File: src/rtl/rc_capture_pkg.sv
// rc_capture_pkg: register map, channel FSM states and width field size
// shared by the RC pulse capture block.
package rc_capture_pkg;
    localparam int WIDTH_BITS   = 12;
    localparam int ADDR_WIDTH0  = 0;
    localparam int ADDR_NEW     = 12;
    localparam int ADDR_LOST    = 13;
    localparam int ADDR_INTMASK = 14;
    localparam int ADDR_CTRL    = 15;

    typedef enum logic [1:0] {ST_IDLE, ST_HIGH, ST_OVER} chan_state_e;

    function automatic logic [15:0] width_word(input logic lost, input logic [WIDTH_BITS-1:0] width);
        return {~lost, {(15-WIDTH_BITS){1'b0}}, width};
    endfunction
endpackage

File: src/rtl/rc_capture_chan.sv
// rc_capture_chan: one RC pulse measurement channel (sync, edge detect, FSM, timeout).
// Define RC_CAPTURE_FILTER_EN to add a 3-sample stability filter after the synchronizer.
module rc_capture_chan
    import rc_capture_pkg::*;
#(
    parameter int MIN_US     = 500,
    parameter int MAX_US     = 3000,
    parameter int TIMEOUT_US = 25000
) (
    input  logic                  i_clk,
    input  logic                  i_rst_n,
    input  logic                  i_pin,
    input  logic                  i_tick,
    input  logic                  i_enable,
    input  logic                  i_clr,
    output logic [WIDTH_BITS-1:0] o_width,
    output logic                  o_new,
    output logic                  o_lost
);
    localparam int TW = $clog2(TIMEOUT_US + 1);
    localparam logic [WIDTH_BITS:0] MIN_C = (WIDTH_BITS+1)'(MIN_US);
    localparam logic [WIDTH_BITS:0] MAX_C = (WIDTH_BITS+1)'(MAX_US);
    localparam logic [TW-1:0]       TO_MAX = TW'(TIMEOUT_US);

    logic [1:0]            r_sync;
    logic                  r_s_prev;
    logic                  w_s;
    logic                  w_rise;
    logic                  w_fall;
    chan_state_e           r_state;
    chan_state_e           w_state_nx;
    logic [WIDTH_BITS-1:0] r_cnt;
    logic [WIDTH_BITS-1:0] w_cnt_nx;
    logic [WIDTH_BITS:0]   w_cnt_inc;
    logic                  w_accept;
    logic [WIDTH_BITS-1:0] r_width;
    logic                  r_new;
    logic                  r_lost;
    logic [TW-1:0]         r_to;

    // Sync and edge flops reset high so a pin already high at release needs a fresh rise.
    always_ff @(posedge i_clk or negedge i_rst_n)
        if (!i_rst_n) r_sync <= 2'b11;
        else          r_sync <= {r_sync[0], i_pin};

`ifdef RC_CAPTURE_FILTER_EN
    logic [1:0] r_hist;
    logic       r_filt;
    assign w_s = (r_hist == {2{r_sync[1]}}) ? r_sync[1] : r_filt;
    always_ff @(posedge i_clk or negedge i_rst_n)
        if (!i_rst_n) begin
            r_hist <= 2'b11;
            r_filt <= 1'b1;
        end else begin
            r_hist <= {r_hist[0], r_sync[1]};
            r_filt <= w_s;
        end
`else
    assign w_s = r_sync[1];
`endif

    always_ff @(posedge i_clk or negedge i_rst_n)
        if (!i_rst_n) r_s_prev <= 1'b1;
        else          r_s_prev <= w_s;

    assign w_rise    = w_s & ~r_s_prev;
    assign w_fall    = ~w_s & r_s_prev;
    assign w_cnt_inc = {1'b0, r_cnt} + (WIDTH_BITS+1)'(i_tick);

    // The tick coinciding with the fall strobe is counted, so width is never short.
    always_comb begin
        w_state_nx = r_state;
        w_cnt_nx   = r_cnt;
        w_accept   = 1'b0;
        if (!i_enable) w_state_nx = ST_IDLE;
        else case (r_state)
            ST_IDLE: if (w_rise) begin
                w_state_nx = ST_HIGH;
                w_cnt_nx   = '0;
            end
            ST_HIGH: if (w_fall) begin
                w_state_nx = ST_IDLE;
                w_accept   = w_cnt_inc >= MIN_C && w_cnt_inc <= MAX_C;
            end else if (w_cnt_inc > MAX_C) w_state_nx = ST_OVER;
            else w_cnt_nx = w_cnt_inc[WIDTH_BITS-1:0];
            ST_OVER: if (w_fall) w_state_nx = ST_IDLE;
            default: w_state_nx = ST_IDLE;
        endcase
    end

    always_ff @(posedge i_clk or negedge i_rst_n)
        if (!i_rst_n) begin
            r_state <= ST_IDLE;
            r_cnt   <= '0;
            r_width <= '0;
            r_new   <= 1'b0;
            r_lost  <= 1'b1;
            r_to    <= '0;
        end else begin
            r_state <= w_state_nx;
            r_cnt   <= w_cnt_nx;
            r_new   <= w_accept | (r_new & ~i_clr);
            if (w_accept) begin
                r_width <= w_cnt_inc[WIDTH_BITS-1:0];
                r_to    <= '0;
                r_lost  <= 1'b0;
            end else begin
                if (i_enable && i_tick && r_to != TO_MAX) r_to <= r_to + 1'b1;
                if (r_to == TO_MAX) r_lost <= 1'b1;
            end
        end

    assign o_width = r_width;
    assign o_new   = r_new;
    assign o_lost  = r_lost;
endmodule

File: src/rtl/rc_pulse_capture.sv
// rc_pulse_capture: multi-channel RC receiver pulse decoder with bus registers and interrupt.
// Optional glitch filter in each channel is enabled by defining RC_CAPTURE_FILTER_EN.
module rc_pulse_capture
    import rc_capture_pkg::*;
#(
    parameter int NUM_CH     = 8,
    parameter int PRESCALE   = 50,
    parameter int MIN_US     = 500,
    parameter int MAX_US     = 3000,
    parameter int TIMEOUT_US = 25000
) (
    input  logic              Clk,
    input  logic              ResetN,
    input  logic [3:0]        Addr,
    output logic [15:0]       DataRd,
    input  logic [15:0]       DataWr,
    input  logic              En,
    input  logic              Rd,
    input  logic              Wr,
    input  logic [NUM_CH-1:0] PulseIn,
    output logic              IntStatus,
    input  logic              IntReset
);
    localparam int PW = $clog2(PRESCALE + 1);

    logic [PW-1:0]                       r_pre;
    logic                                r_enable;
    logic [NUM_CH-1:0]                   r_intmask;
    logic                                w_tick;
    logic                                w_wr;
    logic [NUM_CH-1:0]                   w_new;
    logic [NUM_CH-1:0]                   w_lost;
    logic [NUM_CH-1:0]                   w_clr;
    logic [NUM_CH-1:0][WIDTH_BITS-1:0]   w_width;
    logic [15:0]                         w_word [16];
    logic                                w_unused;

    assign w_wr   = En & Wr;
    assign w_tick = r_enable && r_pre == PW'(PRESCALE - 1);

    always_ff @(posedge Clk or negedge ResetN)
        if (!ResetN)                  r_pre <= '0;
        else if (!r_enable || w_tick) r_pre <= '0;
        else                          r_pre <= r_pre + 1'b1;

    always_ff @(posedge Clk or negedge ResetN)
        if (!ResetN) begin
            r_enable  <= 1'b0;
            r_intmask <= '0;
        end else if (w_wr) begin
            if (Addr == 4'(ADDR_INTMASK)) r_intmask <= DataWr[NUM_CH-1:0];
            if (Addr == 4'(ADDR_CTRL))    r_enable  <= DataWr[0];
        end

    assign w_clr = ((w_wr && Addr == 4'(ADDR_NEW)) ? DataWr[NUM_CH-1:0] : '0) | (IntReset ? r_intmask : '0);

    for (genvar g = 0; g < NUM_CH; g++) begin : g_chan
        rc_capture_chan #(
            .MIN_US     (MIN_US),
            .MAX_US     (MAX_US),
            .TIMEOUT_US (TIMEOUT_US)
        ) u_chan (
            .i_clk    (Clk),
            .i_rst_n  (ResetN),
            .i_pin    (PulseIn[g]),
            .i_tick   (w_tick),
            .i_enable (r_enable),
            .i_clr    (w_clr[g]),
            .o_width  (w_width[g]),
            .o_new    (w_new[g]),
            .o_lost   (w_lost[g])
        );
    end

    always_comb begin
        for (int k = 0; k < 16; k++) w_word[k] = '0;
        for (int k = 0; k < NUM_CH; k++) w_word[ADDR_WIDTH0 + k] = width_word(w_lost[k], w_width[k]);
        w_word[ADDR_NEW]     = 16'(w_new);
        w_word[ADDR_LOST]    = 16'(w_lost);
        w_word[ADDR_INTMASK] = 16'(r_intmask);
        w_word[ADDR_CTRL]    = {15'b0, r_enable};
    end

    assign DataRd    = (En & Rd) ? w_word[Addr] : '0;
    assign IntStatus = |(w_new & r_intmask);
    assign w_unused  = ^DataWr;
endmodule

File: config.mk
export PLATFORM = sky130hd
export DESIGN_NAME = rc_pulse_capture
export DESIGN_NICKNAME = d
export VERILOG_FILES = /design/src/rtl/rc_capture_pkg.sv /design/src/rtl/rc_capture_chan.sv /design/src/rtl/rc_pulse_capture.sv
export SDC_FILE = /design/constraint.sdc
export NUM_CORES = 1
export LEC_CHECK = 0
export ABC_CLOCK_PERIOD_IN_PS = 13500
export CORE_AREA = 3 3 214 237
export CTS_BUF_LIST = sky130_fd_sc_hd__clkbuf_8
export DETAILED_ROUTE_END_ITERATION = 6
export DIE_AREA = 0 0 217 240
export PLACE_DENSITY = 0.68
export SLEW_MARGIN = 20
export SYNTH_ARGS = -nofsm -noshare
export SYNTH_HDL_FRONTEND = slang
export SYNTH_SLANG_ARGS = --single-unit
File: constraint.sdc
create_clock -name Clk -period 13.5 [get_ports Clk]
set_clock_uncertainty 0.15 [all_clocks]
set_input_delay 2.7 -clock Clk [delete_from_list [all_inputs] [get_ports Clk]]
set_output_delay 2.7 -clock Clk [all_outputs]
set_load 0.005 [all_outputs]
Yosys cells after proc, flatten, opt, wreduce, memory -nomap -nowiden. Index checks and enable logic that the tools add are counted.

$add $sub $neg: 17. Multiply operators: 0. Divide/modulo/power cells: 0. Magnitude comparators: 25. Eq/ne operators: 84. Shift operators: 0. Multiplexer cells: 143. Bitwise operators: 69. Reduce and logical (&&, ||, !) cells: 72.

Operators with widths (number): $mux W12 (24); $mux W15 (16); $pmux W12 S2 (8); $add A15 B1 Y15 const B (8); $eq A15 B15 Y1 const B (8); $ne A15 B15 Y1 const B (8); $add A12 B1 Y13 (8); $ge A13 B9 Y1 const B (8); $gt A13 B12 Y1 const B (8); $le A13 B12 Y1 const B (8); $mux W2 (40); $bmux W16 S4 (1); $mux W16 (3); $ne A3 B2 Y1 const B (16); $pmux W2 S3 (8); $reduce_bool A2 Y1 (24); $mux W1 (40); $reduce_and A5 Y1 (8); $ne A2 B2 Y1 const B (16); $ne A4 B2 Y1 const B (8); $not A1 Y1 (32); $and A1 B1 Y1 (26); $reduce_and A3 Y1 (8); $logic_and A1 B1 Y1 (19); 18 further kinds (57).

Flip-flop bits (word level): 383. Latch bits: 0. RAM bits: 0. ROM bits: 0. Input port bits: 34. Output and inout bits: 17. Logic and storage cells: 477. Memories kept: 0.

Longest topological paths before layout.
Depth after elaboration: 9. Depth in mapped cells: 21. Depth with buffers taken out: 16.

Modules after synthesis. Synthesis repeated with hierarchy kept, for this count alone.

Cell total of the unflattened synthesis: 2364. Area, all modules: 23163.5 µm².

By module, submodules not included: rc_capture_chan at g_chan[0].u_chan ... (instances 6, cells each 276, area an instance 2676.3 µm²); rc_capture_chan at g_chan[5].u_chan (instances 1, cells each 265, area an instance 2577.5 µm²); rc_capture_chan at g_chan[7].u_chan (instances 1, cells each 249, area an instance 2573.7 µm²); rc_pulse_capture (instances 1, cells each 194, area an instance 1954.4 µm²).

Least setup slack after synthesis. Ideal clock, no wire load.

Path type: input to output. Start: input port Addr[0]. End: output port DataRd[4]. Arrival: 4.820 ns. Data required time: 10.650 ns. Slack: 5.830 ns. Stages on the path: 6. Path buffers: 3. Path through: clkbuf_1 clkbuf_1 buf_1 mux4_2 a22oi_1 nor2_1.

Word-level cells in the longest chain between the ends: 5.

Ends and longest elaborated chain: start: declaration (line rc_pulse_capture.sv:14) `input logic [3:0] Addr,`; $not A4 Y5 (implied by the code) (line rc_pulse_capture.sv:84) `assign DataRd = (En & Rd) ? w_word[Addr] : '0;`; $bmux W16 S4 (line rc_pulse_capture.sv:84); $mux W16 (implied by the code) (2 in series) (line rc_pulse_capture.sv:84); $mux W16 (line rc_pulse_capture.sv:84); end: declaration (line rc_pulse_capture.sv:15) `output logic [15:0] DataRd,`.

No other way between the ends. The select of a mux whose other input is x is not followed.

Worst setup path after layout.
Start: input port Addr[2]. End: output port DataRd[6].

The elaborated chain is that of the path after synthesis.

==> impl_metrics.tcl <==
set metrics [dict create \
    hpwl_um 35830 \
    max_freq_mhz 127.9 \
    synth_top_family_by_area "simple AND/OR/NAND/NOR gates" \
    ff2ff_path_depth 16 \
    ant_nets 0 \
    gr-total-overflow 0 \
    antenna_found_initial 3 \
    muxShareOfSynthArea_pct 9.326 \
    drive_gt1_share_pct 13.35 \
    fin_area_um2 23940 \
    async_reset_ff_share_pct 100.0 \
    portBuffers 39 \
    rsz0062_at_grt "no" \
    h-tree-depth 3 \
    crit_type "input port to primary output" \
    insertion_delay_ns 0.64 \
    power.leakage_nw 10.46 \
    syn_area_per_cell_um2 9.523 \
    hold_viol 0 \
    first_global_vias 16230 \
    timing.final.crit_share_pct 57.93 \
    placed_area_um2 22520 \
    fin_nets 2339 \
    cts_max_path_buffers 3 \
    finalSetupViolCount 0 \
    slew_viol_final 0 \
    wirelength_um 52120 \
    dieArea_um2 52080 \
    cts_buffers 68 \
    cp_max_fo 15 \
    num_vias 16980 \
    mostFrequentLayoutCells "351 x dfrtp_1, 288 x nor2_1, 200 x nand2_1" \
    grt_pass1_wl_um 85770 \
    status "finished clean" \
    synth_xor_area_share_pct 7.678 \
    cts_tree "built" \
    worstPathRequired_ns 10.65 \
    hp-class "flop to flop" \
    core_area_um2 48710 \
    n_fill_cell 4509 \
    die-height_um 240 \
    viasPerCell 5.705 \
    synthSimpleGateAreaFrac_pct 20.97 \
    drc_errors 0 \
    yosysSeqAreaShare_pct 44.17 \
    p_per_area_nw_per_um2 99.45 \
    rows 85 \
    netlist_instances 2288 \
    synth_seq_cells 383 \
    synth_edf_count 0 \
    dr.pass1.iters 7 \
    io_pins 51 \
    final_common_cell "dfrtp_1" \
    area_growth_pct 9.866 \
    synth_cell_type_count 85 \
    cp.arrival_ns 4.97 \
    place.gp.congestion 0.9115 \
    cts.hold.buffers_added 0 \
    vdd_drop_max_mv 0.06501 \
    post_cts_buffers 0 \
    hold_depth 0 \
    clock_sink_count 383 \
    cap_violations 0 \
    tns_ns 0 \
    start_util_pct 44.73 \
    yosysWarnings 0 \
    synth_area_um2 21790 \
    max_slew_margin_pct 27.04 \
    tightest_slew_ns 1.086 \
    die_w_um 217 \
    post_cts_resized 0 \
    startpoint_type "input port" \
    clkTransAtPathRegs_ns 0.06 \
    synth_compound_area_share_pct 11.60 \
    ys.flop_type "dfrtp_1" \
    min_period_ns 7.820 \
    synth_fa_ha_area_share_pct 2.056 \
    root_buffer "clkbuf_8" \
    drt_iter0_markers 1433 \
    grt.total_usage_pct 20.18 \
    wl_per_cell_um 17.51 \
    cp-end-kind "primary output" \
    grt_max_degree 109 \
]
-- metal layers --
layer | vias up | share of wire (%) | global-route usage, % | wire length (µm)
met1 | 8341 | 45 | 27.62 | 23500
li1 | 8093 | - | - | -
met3 | 110 | 4.8 | 3.223 | 2491
met2 | 431 | 47 | 32.03 | 24470
met5 | - | 0.025 | 0 | 13
met4 | 2 | 3.2 | 8.580 | 1652
-- path summary, 6_finish.rpt --
check,startpoint,to,slack (ns)
min,g_chan[6].u_chan.r_sync[0]$_DFF_PN1_,g_chan[6].u_chan.r_sync[1]$_DFF_PN1_,0.20
max,Addr[2],DataRd[6],5.68
max reg2reg,r_pre[1]$_DFF_PN0_,g_chan[3].u_chan.o_width[1]$_DFFE_PN0P_,7.37
min reg2reg,g_chan[6].u_chan.r_sync[0]$_DFF_PN1_,g_chan[6].u_chan.r_sync[1]$_DFF_PN1_,0.20
max in group asynchronous,ResetN,g_chan[2].u_chan.o_width[2]$_DFFE_PN0P_,9.67
min in group asynchronous,ResetN,g_chan[5].u_chan.r_to[9]$_DFFE_PN0P_,1.97
-- per-stage QoR --
step           total power, mW  std cells  utilization (%)  hold slack [ns]  setup slack (ns)
5_1_grt                  2.488       2976            49.14           0.2014             5.629
3_5_place_dp             1.314       2850            46.24           0.1969             5.463
6_report                 2.381       2976            49.14           0.2011             5.680
3_3_place_gp             1.311       2850            46.23           0.1958             5.458
2_1_floorplan            1.254       2290                -           0.1952             5.830
4_1_cts                  2.420       2972            49.08           0.1987             5.459
-- worst max-delay path, stage by stage --
cell	delay, ns
clkdlybuf4s50_1	0.76
nor2_1	0.55
nand2_1	0.09
a21oi_1	0.29
clkdlybuf4s50_1	0.57
-- where the power goes --
part,internal [mW],switching [mW]
sequential,1.16,0.0146
clock,0.600,0.488
combinational,0.0344,0.0810
total,1.80,0.583
-- logic make-up after synthesis --
| group | count (synthesis) |
|---|---|
| AO/OA/AOI/OAI | 380 |
| AND/OR/NAND/NOR | 919 |
| flip-flops | 383 |
| buffers and inverters | 221 |
| XOR/XNOR | 191 |
| multiplexers | 157 |
| other | 1 |
| adder cells (fa/ha/maj) | 36 |
-- sequential cells by signal (all words and copies together), names as in the netlist --
name                    flops
g_chan.u_chan.o_lost        8
g_chan.u_chan.o_new         8
g_chan.u_chan.o_width      96
g_chan.u_chan.r_cnt        96
g_chan.u_chan.r_s_prev      8
g_chan.u_chan.r_state      16
g_chan.u_chan.r_sync       16
g_chan.u_chan.r_to        120
r_enable                    1
r_intmask                   8
r_pre                       6
-- cells in the mapped netlist (15+ instances only) --
master,count,share of area [%]
o31ai_1,43,1.5
and2_1,24,0.69
nand2_1,200,3.4
buf_2,34,0.78
mux4_2,27,2.8
inv_1,74,1.3
a21oi_1,74,1.7
nor4_1,22,0.63
nand2b_1,36,1.0
mux2_2,98,5.1
clkbuf_1,92,1.6
dfstp_2,32,3.9
nor2b_1,30,0.86
and4_1,15,0.60
mux2i_1,32,1.5
o211ai_1,18,0.62
a31oi_1,42,1.2
nand4_1,56,1.6
nor3_1,34,0.78
dfrtp_1,351,40
ha_1,35,2.0
o21ai_0,87,2.0
xor2_1,103,4.1
nand3_1,95,2.2
and3_1,39,1.1
xnor2_1,88,3.5
nor2_1,288,5.0
-- layout make-up --
type                       count  area (µm²)  area share [%]
antenna                        2       5.005         0.02091
sequential                   383        9624           40.20
clock inverter                35       186.4          0.7788
clock buffer                  87        1197           5.002
timing repair buffer          57       526.8           2.200
multi-input combinational   1686       11300           47.22
tap                          652       815.8           3.408
inverter                      74       277.8           1.160
No activity file was read; power rests on OpenSTA's default activity.
